`config.mk`:
```
export PLATFORM = sky130hd
export DESIGN_NAME = sum_accumulator
export DESIGN_NICKNAME = d
export VERILOG_FILES = /design/src/rtl/sum_accumulator_pkg.sv /design/src/rtl/sample_counter.sv /design/src/rtl/sum_accumulator.sv
export SDC_FILE = /design/constraint.sdc
export NUM_CORES = 1
export LEC_CHECK = 0
export CELL_PAD_IN_SITES_DETAIL_PLACEMENT = 0
export CELL_PAD_IN_SITES_GLOBAL_PLACEMENT = 2
export CORE_MARGIN = 10
export CORE_UTILIZATION = 31
export CTS_BUF_LIST = sky130_fd_sc_hd__clkbuf_4
export DETAILED_ROUTE_END_ITERATION = 8
export PLACE_DENSITY = 0.84
export SLEW_MARGIN = 20
export SYNTH_ARGS = -nofsm -noshare
export SYNTH_HDL_FRONTEND = slang
export SYNTH_SLANG_ARGS = --single-unit
```
`constraint.sdc`:
```
create_clock -name clk -period 2.25 [get_ports clk]
set_input_delay 0.675 -clock clk [delete_from_list [all_inputs] [get_ports clk]]
set_output_delay 0.675 -clock clk [all_outputs]
set_load 0.02 [all_outputs]
```
`src/rtl/sum_accumulator_pkg.sv`:
```
// Shared definitions for the sum accumulator block.
// State encoding and sample-counter width.
package sum_accumulator_pkg;

  localparam int unsigned COUNT_W = 16;

  typedef enum logic {
    ST_ACCUM = 1'b0,
    ST_HOLD  = 1'b1
  } acc_state_e;

endpackage

```
`src/rtl/sample_counter.sv`:
```
// Samples-per-block counter with terminal-count flag.
// Synchronous clear has priority over increment.
module sample_counter
  import sum_accumulator_pkg::*;
#(
  parameter int unsigned N_SAMPLES = 16
) (
  input  logic               clk,
  input  logic               rst,
  input  logic               clr_i,
  input  logic               inc_i,
  output logic [COUNT_W-1:0] count_o,
  output logic               last_o
);

  localparam logic [COUNT_W-1:0] LAST =
    COUNT_W'(N_SAMPLES - 1);

  logic [COUNT_W-1:0] count_q;
  logic [COUNT_W-1:0] count_d;

  // next count: clear wins, else step on accept
  always_comb begin
    count_d = count_q;
    if (clr_i)
      count_d = '0;
    else if (inc_i)
      count_d = count_q + 1'b1;
  end

  // count register
  always_ff @(posedge clk or posedge rst) begin
    if (rst)
      count_q <= '0;
    else
      count_q <= count_d;
  end

  assign count_o = count_q;
  assign last_o  = (count_q == LAST);

endmodule

```
`src/rtl/sum_accumulator.sv`:
```
// Sums N_SAMPLES stream samples and offers the total on a handshake.
// ACC_SATURATE_EN: clamp the total at all-ones on overflow instead of wrapping.
module sum_accumulator
  import sum_accumulator_pkg::*;
#(
  parameter int unsigned IN_W      = 5,
  parameter int unsigned ACC_W     = 9,
  parameter int unsigned N_SAMPLES = 16
) (
  input  logic               clk,
  input  logic               rst,
  input  logic               clr,
  input  logic               in_valid,
  output logic               in_ready,
  input  logic [IN_W-1:0]    in_sum,
  output logic               out_valid,
  input  logic               out_ready,
  output logic [ACC_W-1:0]   out_acc,
  output logic               out_ovf,
  output logic [COUNT_W-1:0] count
);

  acc_state_e state_q, state_d;
  logic [ACC_W-1:0] acc_q, acc_d;
  logic             ovf_q, ovf_d;
  logic [ACC_W:0]   sum_w;
  logic             accept;
  logic             handoff;
  logic             last;

  assign sum_w = {1'b0, acc_q} + (ACC_W+1)'(in_sum);

  // next state, accumulate/overflow datapath and handshake outputs
  always_comb begin
    state_d   = state_q;
    acc_d     = acc_q;
    ovf_d     = ovf_q;
    in_ready  = 1'b0;
    out_valid = 1'b0;
    accept    = 1'b0;
    handoff   = 1'b0;
    unique case (state_q)
      ST_ACCUM: begin
        in_ready = 1'b1;
        if (in_valid) begin
          accept = 1'b1;
          if (sum_w[ACC_W])
            ovf_d = 1'b1;
`ifdef ACC_SATURATE_EN
          acc_d = sum_w[ACC_W] ? {ACC_W{1'b1}}
                               : sum_w[ACC_W-1:0];
`else
          acc_d = sum_w[ACC_W-1:0];
`endif
          if (last)
            state_d = ST_HOLD;
        end
      end
      ST_HOLD: begin
        out_valid = 1'b1;
        if (out_ready) begin
          handoff = 1'b1;
          acc_d   = '0;
          ovf_d   = 1'b0;
          state_d = ST_ACCUM;
        end
      end
      default: state_d = ST_ACCUM;
    endcase
    if (clr) begin
      state_d = ST_ACCUM;
      acc_d   = '0;
      ovf_d   = 1'b0;
    end
  end

  // state, accumulator and sticky overflow registers
  always_ff @(posedge clk or posedge rst) begin
    if (rst) begin
      state_q <= ST_ACCUM;
      acc_q   <= '0;
      ovf_q   <= 1'b0;
    end else begin
      state_q <= state_d;
      acc_q   <= acc_d;
      ovf_q   <= ovf_d;
    end
  end

  sample_counter #(
    .N_SAMPLES (N_SAMPLES)
  ) u_cnt (
    .clk     (clk),
    .rst     (rst),
    .clr_i   (clr | handoff),
    .inc_i   (accept),
    .count_o (count),
    .last_o  (last)
  );

  assign out_acc = acc_q;
  assign out_ovf = ovf_q;

endmodule

```
==> impl_results.md, run 1 <==
* Cell Count, Final, Fillers Out at 280
* Async set-or-reset flop fraction in the synthesized netlist at 1.00
* Max FO, Critical Path at 2
* Kind of launch point of the worst setup path: primary input
* Largest delay contributor family on the critical path: compound AO/OA/AOI/OAI gates
* Post-CTS clock slew at the launch and capture registers of the worst setup and hold paths at 150 ps
* Core region area at 0.00472 sq mm
* Detailed router's first-iteration violation count at 61
* Antenna diode count at 0
* Worst Hold Path EP: out_ovf$_DFFE_PP0P_
* Delay of the slowest cell on the worst path at 410 ps
* Most used flip-flop cell after synthesis: dfrtp_1
* Routed wire per std cell at 15.4 um
* Number of setup violations in the final report at 0
* Share of synthesized area occupied by flip-flops and latches at 0.446
* Initial DRT Pass Iterations at 4
* Layout cells sized above 1 at 0.178
* Final hold slack at 511 ps
* Gate count after technology mapping at 154
* Synth top area share at 0.446
* Reg-to-reg startpoint: out_acc[0]$_DFFE_PP0P_
* Die extent in x at 89.9 um
* Gpl congestion at 0.858
* Number of vias in the routed layout at 1,428
* Combined area of all synthesized cells at 0.00151 sq mm
* Max-slew violation count at 0
* Length in cells of the worst reg-to-reg path at 7
* Hold WC Path Type: reg -> reg
* Final setup slack of the worst path at 31.6 ps
* TritonCTS clock tree: done
* Fin crit share at 0.986
* Cell with the largest stage delay on the worst path: clkdlybuf4s50_1
* Post-detailed-placement half-perimeter wirelength at 3340 um
* Pin count of the biggest net entering global routing at 28
* Die span in y at 89.9 um
* Maximum clock skew at final layout at 2.73 ps
* Nets in the synthesized netlist at 171
* Combined global-route utilization of all metal layers at 0.104
* Count of boundary I/O pins at 38
* Total power at 1.02 mW
* Number of synthesized register bits at 27
* Worst path required time at 2480 ps
* Power density over cell area at 471 mW/mm^2
* Area of the die at 0.00808 sq mm
* Stages on the worst setup path at 8
* Number of buffers and inverters on the critical path at 2
* Endpoint of the worst register-to-register path: out_acc[4]$_DFFE_PP0P_
* Cell type with the highest aggregate area in the netlist: dfrtp_1
* Setup repair after global routing missed its margin: no
* Post-CTS Setup Repair Bufs at 0
* Worst IR Drop VDD at 0.000236 V
* Run status: finished, final reports clean
* Vias per std cell at 5.10
* Number of flops mapped to enable cells by yosys at 0
* Effective utilization at floorplan at 0.321
* Number of remaining DRC errors at 0
* Number of cell rows at 25
* Count of nets left with antenna violations after detail routing at 0
* Number of hold-slack violations in the final timing report at 0
* Max transition margin at 0.750
* Maximum level of the CTS H-tree at 1
* Clk_lat worst skew at 320 ps
* Biggest area contributors in the synthesized netlist: dfrtp_1 (45%), ha_1 (5.0%), a21oi_1 (4.6%)
* Worst hold start: out_ovf$_DFFE_PP0P_
* Number of global-route vias before repair at 1,489
* CTS Buffer Depth at 2
* Post-route minimum period at 2220 ps
* Reported leakage power at 0.913 nW
* R2R setup slack at 380 ps
* Growth of design area from synthesis to finish at 43.0%
* Number of warnings reported in the yosys synthesis log at 0
* Count of port buffers added during placement at 37
* Count of different cell masters after synthesis at 41
* Post-Layout Inst Area at 0.00216 sq mm
* Avg Synthesized Cell Area at 9.83 sq um
* Slew at the pin closest to its max-slew limit at 372 ps
* Total congestion overflow at 0
* Hold-critical path depth at 1
* Number of maximum-capacitance constraint violations at 0
* Number of buffers created by CTS at 3
* Cell area reported after detailed placement at 0.00212 sq mm
* Endpoint arrival time on the critical path at 2450 ps
* Cell Count Post-Placement at 276
* Nets@finish at 231
* Root buf cell: clkbuf_4
* Sequence of cells on the critical path: clkdlybuf4s50_1 -> ha_1 -> fa_2 -> buf_4 -> a21o_1 -> a211oi_2 -> a21oi_1 -> a22o_1
* Number of antenna violations at the first check in global routing at 0
* Sink count of the clock tree at 27
* Global-route wire length before repair at 7220 um
* Kind of critical path: in -> reg
* CP endpoint kind: flop
* Post-detailed-routing wire length at 4300 um
* Highest clock frequency the design can meet at 451 MHz
* Setup Slack @ Placement at -400 ps
## layer usage
layer / share of wire / GRT usage
met5: 0 / 0
met3: 0.040 / 0.0216
met4: 0.012 / 0.0318
met1: 0.44 / 0.123
met2: 0.51 / 0.183
## layout make-up
| class | instances | area (sq um) |
|---|---|---|
| repair buffers | 60 | 546 |
| clock buffers | 4 | 30.0 |
| multi-input cells | 117 | 810 |
| well taps | 67 | 83.8 |
| fillers | 478 | 2560 |
| inverters | 5 | 18.8 |
| flip-flops and latches | 27 | 677 |
## cell usage in the layout (no fill, tap or decap), types with 5 or more instances in the layout
cell	Yosys	routed
nor2_1	12	12
dfrtp_1	27	26
ha_1	6	6
a21oi_1	14	13
a22o_1	5	5
nand2_1	10	10
buf_4	0	23
xnor2_1	7	7
inv_1	5	5
clkdlybuf4s50_1	0	36
o21ai_0	6	6
or3_1	5	5
or4_1	7	7
## stage by stage
| step | util | setup TNS (ps) |
|---|---|---|
| after floorplan | - | 0 |
| after CTS | 0.456 | 0 |
| after global routing | 0.458 | 0 |
| after global placement | 0.449 | -1570 |
| final | 0.458 | 0 |
| after detailed placement | 0.449 | -2000 |
## cell families (layout without fill, tap and decap cells)
kind of cell | Yosys count | count (layout) | synth area share
adder cells (fa/ha/maj) | 7 | 7 | 0.0628
multiplexers | 1 | 1 | 0.00744
AO/OA/AOI/OAI | 46 | 46 | 0.204
buffers and inverters | 10 | 69 | 0.0264
flip-flops | 27 | 27 | 0.446
XOR/XNOR | 8 | 8 | 0.0463
AND/OR/NAND/NOR | 55 | 55 | 0.207
## power by group
part	internal (mW)	switching (mW)	total [mW]	leakage, nW
Sequential	0.503	0.0195	0.522	0.370
Clock	0.0814	0.147	0.229	0.0184
Combinational	0.135	0.133	0.269	0.524
## timing repair
item                       in CTS  in global routing
setup endpoints to repair       3                  3
hold buffers                    0                  0
resized for setup               2                  3
gates cloned                    0                  0
## how the worst max path moves through the flow
stage	start	end	slack [ps]
2_1_floorplan	in_sum[0]	out_acc[8]$_DFFE_PP0P_	130
3_3_place_gp	in_sum[0]	out_acc[8]$_DFFE_PP0P_	-330
3_5_place_dp	in_sum[0]	out_acc[8]$_DFFE_PP0P_	-400
4_1_cts	state_q$_DFF_PP0_	in_ready	10
5_1_grt	in_sum[0]	out_acc[4]$_DFFE_PP0P_	5
6_report	in_sum[0]	out_acc[4]$_DFFE_PP0P_	30
## flip-flops by register name, indices dropped and copies added (netlist names)
signal	flops
state_q	1
u_cnt.count_o	16
out_ovf	1
out_acc	9
## synth_stat cells, types with 2 or more instances
cell,count
a21oi_1,14
or3_1,5
o31ai_1,3
nand2_1,10
dfrtp_1,27
nor3_1,4
o21ai_0,6
and3_1,2
nor4_1,2
ha_1,6
nand3_2,3
nand3_1,2
or2_1,2
a21o_1,4
o2111ai_1,3
xnor2_1,7
or4_1,7
a22o_1,5
o21a_1,2
inv_1,5
clkbuf_1,3
nor2_1,12
buf_2,2
Note: power is estimated with default switching activity, not from simulation.
==> run 2, diff against run 1 <==
--- a/config.mk
+++ b/config.mk
@@ -5,12 +5,14 @@
 export SDC_FILE = /design/constraint.sdc
 export NUM_CORES = 1
 export LEC_CHECK = 0
+export CAP_MARGIN = 10
 export CELL_PAD_IN_SITES_DETAIL_PLACEMENT = 0
 export CELL_PAD_IN_SITES_GLOBAL_PLACEMENT = 2
-export CORE_MARGIN = 10
+export CORE_MARGIN = 2
 export CORE_UTILIZATION = 31
 export CTS_BUF_LIST = sky130_fd_sc_hd__clkbuf_4
 export DETAILED_ROUTE_END_ITERATION = 8
+export GPL_TIMING_DRIVEN = 0
 export PLACE_DENSITY = 0.84
 export SLEW_MARGIN = 20
 export SYNTH_ARGS = -nofsm -noshare
==> impl_results.md, run 2 (same netlist as run 1, synthesis figures left out) <==
* Run status: finished, final reports clean
* Die extent in x at 73.9 um
* Die span in y at 73.9 um
* Core region area at 0.00472 sq mm
* Hold-critical path depth at 1
* Post-CTS clock slew at the launch and capture registers of the worst setup and hold paths at 150 ps
* Growth of design area from synthesis to finish at 34.7%
* Hold WC Path Type: reg -> reg
* Kind of launch point of the worst setup path: primary input
* Number of maximum-capacitance constraint violations at 0
* Worst path required time at 2520 ps
* Global-route wire length before repair at 6200 um
* Total power at 0.985 mW
* Detailed router's first-iteration violation count at 64
* Effective utilization at floorplan at 0.321
* CTS Buffer Depth at 2
* Length in cells of the worst reg-to-reg path at 6
* Antenna diode count at 0
* Worst IR Drop VDD at 0.000154 V
* Share of total power in the clock network at 0.230
* Combinational cell fraction of total power at 0.240
* Number of buffers created by CTS at 3
* Delay of the slowest cell on the worst path at 480 ps
* Share of total power in sequential cells at 0.531
* Switching power at 0.292 mW
* Number of cell rows at 25
* Fin crit share at 0.992
* Power density over cell area at 483 mW/mm^2
* Slew at the pin closest to its max-slew limit at 571 ps
* TritonCTS clock tree: done
* Total congestion overflow at 0
* Max transition margin at 0.619
* Largest register FFs at 16
* Max FO, Critical Path at 4
* Post-Layout Inst Area at 0.00204 sq mm
* Top library cells by usage in the layout, fill and taps aside: clkdlybuf4s50_1 (36), dfrtp_1 (27), nor2_1 (12), a21oi_1 (12), nand2_1 (10)
* Highest clock frequency the design can meet at 448 MHz
* Most frequent standard cell in the layout excluding fill and tap cells: clkdlybuf4s50_1
* Routed wire per std cell at 14.6 um
* Count of nets left with antenna violations after detail routing at 0
* Number of vias in the routed layout at 1,367
* Number of global-route vias before repair at 1,280
* Switching power share of the total at 0.296
* Max-slew violation count at 0
* Setup Slack @ Placement at -500 ps
* Number of antenna violations at the first check in global routing at 0
* Post-route minimum period at 2230 ps
* Combined global-route utilization of all metal layers at 0.151
* Count of port buffers added during placement at 37
* Setup TNS at 0 ps
* Clk_lat worst skew at 330 ps
* Final setup slack of the worst path at 18.6 ps
* Maximum level of the CTS H-tree at 1
* Nets@finish at 214
* CP endpoint kind: flop
* Final hold slack at 505 ps
* Layout cells sized above 1 at 0.112
* Reported leakage power at 0.825 nW
* Sequence of cells on the critical path: clkdlybuf4s50_1 -> ha_2 -> fa_2 -> a211o_1 -> a21oi_4 -> or4_4 -> a21oi_2
* Gpl congestion at 0.812
* Setup repair after global routing missed its margin: yes
* Number of hold-slack violations in the final timing report at 0
* Initial DRT Pass Iterations at 4
* Kind of critical path: in -> reg
* Internal power at 0.693 mW
* Number of remaining DRC errors at 0
* Area of the die at 0.00546 sq mm
* Vias per std cell at 5.20
* Maximum clock skew at final layout at 8.57 ps
* Count of boundary I/O pins at 38
* Cell with the largest stage delay on the worst path: or4_4
* Number of setup violations in the final report at 0
* Post-detailed-routing wire length at 3830 um
* Sink count of the clock tree at 27
* Root buf cell: clkbuf_4
* Endpoint arrival time on the critical path at 2500 ps
* Post-detailed-placement half-perimeter wirelength at 2860 um
* Pin count of the biggest net entering global routing at 28
* Cell area reported after detailed placement at 0.00197 sq mm
[run 2: timing repair]
| action | in CTS | in global routing |
|---|---|---|
| hold buffers | 0 | 0 |
| setup buffers | 0 | 1 |
| gates resized for setup | 3 | 7 |
| endpoints found under the hold margin | 0 | 0 |
| pin swaps | 1 | 2 |
| setup endpoints to repair | 5 | 12 |
[run 2: final cells by class]
type                            count  area [sq um]
Buffer                              5          22.5
Inverter                            5          18.8
Tap cell                           67          83.8
Clock buffer                        4          30.0
Sequential cell                    27           676
Fill cell                         466          2680
Multi-Input combinational cell    117           828
Timing Repair Buffer               38           380
[run 2: metrics by stage]
| stage | util | cells |
|---|---|---|
| 2_1_floorplan | - | 154 |
| 3_3_place_gp | 0.417 | 258 |
| 3_5_place_dp | 0.417 | 258 |
| 4_1_cts | 0.426 | 262 |
| 5_1_grt | 0.432 | 263 |
| 6_report | 0.432 | 263 |
[run 2: worst paths after layout]
check | from | endpoint | slack (ps)
setup / recovery | in_sum[0] | out_acc[8]$_DFFE_PP0P_ | 20
hold / removal | out_ovf$_DFFE_PP0P_ | out_ovf$_DFFE_PP0P_ | 510
setup reg to reg | out_acc[0]$_DFFE_PP0P_ | out_acc[8]$_DFFE_PP0P_ | 380
hold reg to reg | out_ovf$_DFFE_PP0P_ | out_ovf$_DFFE_PP0P_ | 510
max in group asynchronous | rst | u_cnt.count_o[11]$_DFFE_PP0P_ | 1170
min in group asynchronous | rst | out_acc[0]$_DFFE_PP0P_ | 700
[run 2: critical path, delay by kind of cell]
kind / cells / cell delay (ps)
AOI/OAI and AO/OA: 3 / 420
adders and majority gates: 2 / 450
buffers and inverters: 1 / 470
and+or+nand+nor: 1 / 480
[run 2: layer usage]
layer  part of all wire  global-route usage  wire length, um  up-vias
li1                   -                   -                -      660
met5                  0                   0                0        -
met2               0.49               0.251             1870       21
met3              0.016              0.0206               62        4
met1               0.48               0.200             1840      682
met4              0.014              0.0545               54        0
[run 2: power by group through the flow]
stage	registers, mW	clock network [mW]	logic, mW
after floorplan	0.549	0	0.114
after global placement	0.530	0	0.215
after detailed placement	0.532	0	0.220
after CTS	0.523	0.241	0.229
after global routing	0.526	0.252	0.260
final	0.522	0.226	0.236
==> run 3, diff against run 2 <==
--- a/config.mk
+++ b/config.mk
@@ -13,6 +13,7 @@
 export CTS_BUF_LIST = sky130_fd_sc_hd__clkbuf_4
 export DETAILED_ROUTE_END_ITERATION = 8
 export GPL_TIMING_DRIVEN = 0
+export HOLD_SLACK_MARGIN = 0.08
 export PLACE_DENSITY = 0.84
 export SLEW_MARGIN = 20
 export SYNTH_ARGS = -nofsm -noshare
==> results of run 3 <==
Final layout, timing and power as in run 2 (identical DEF).
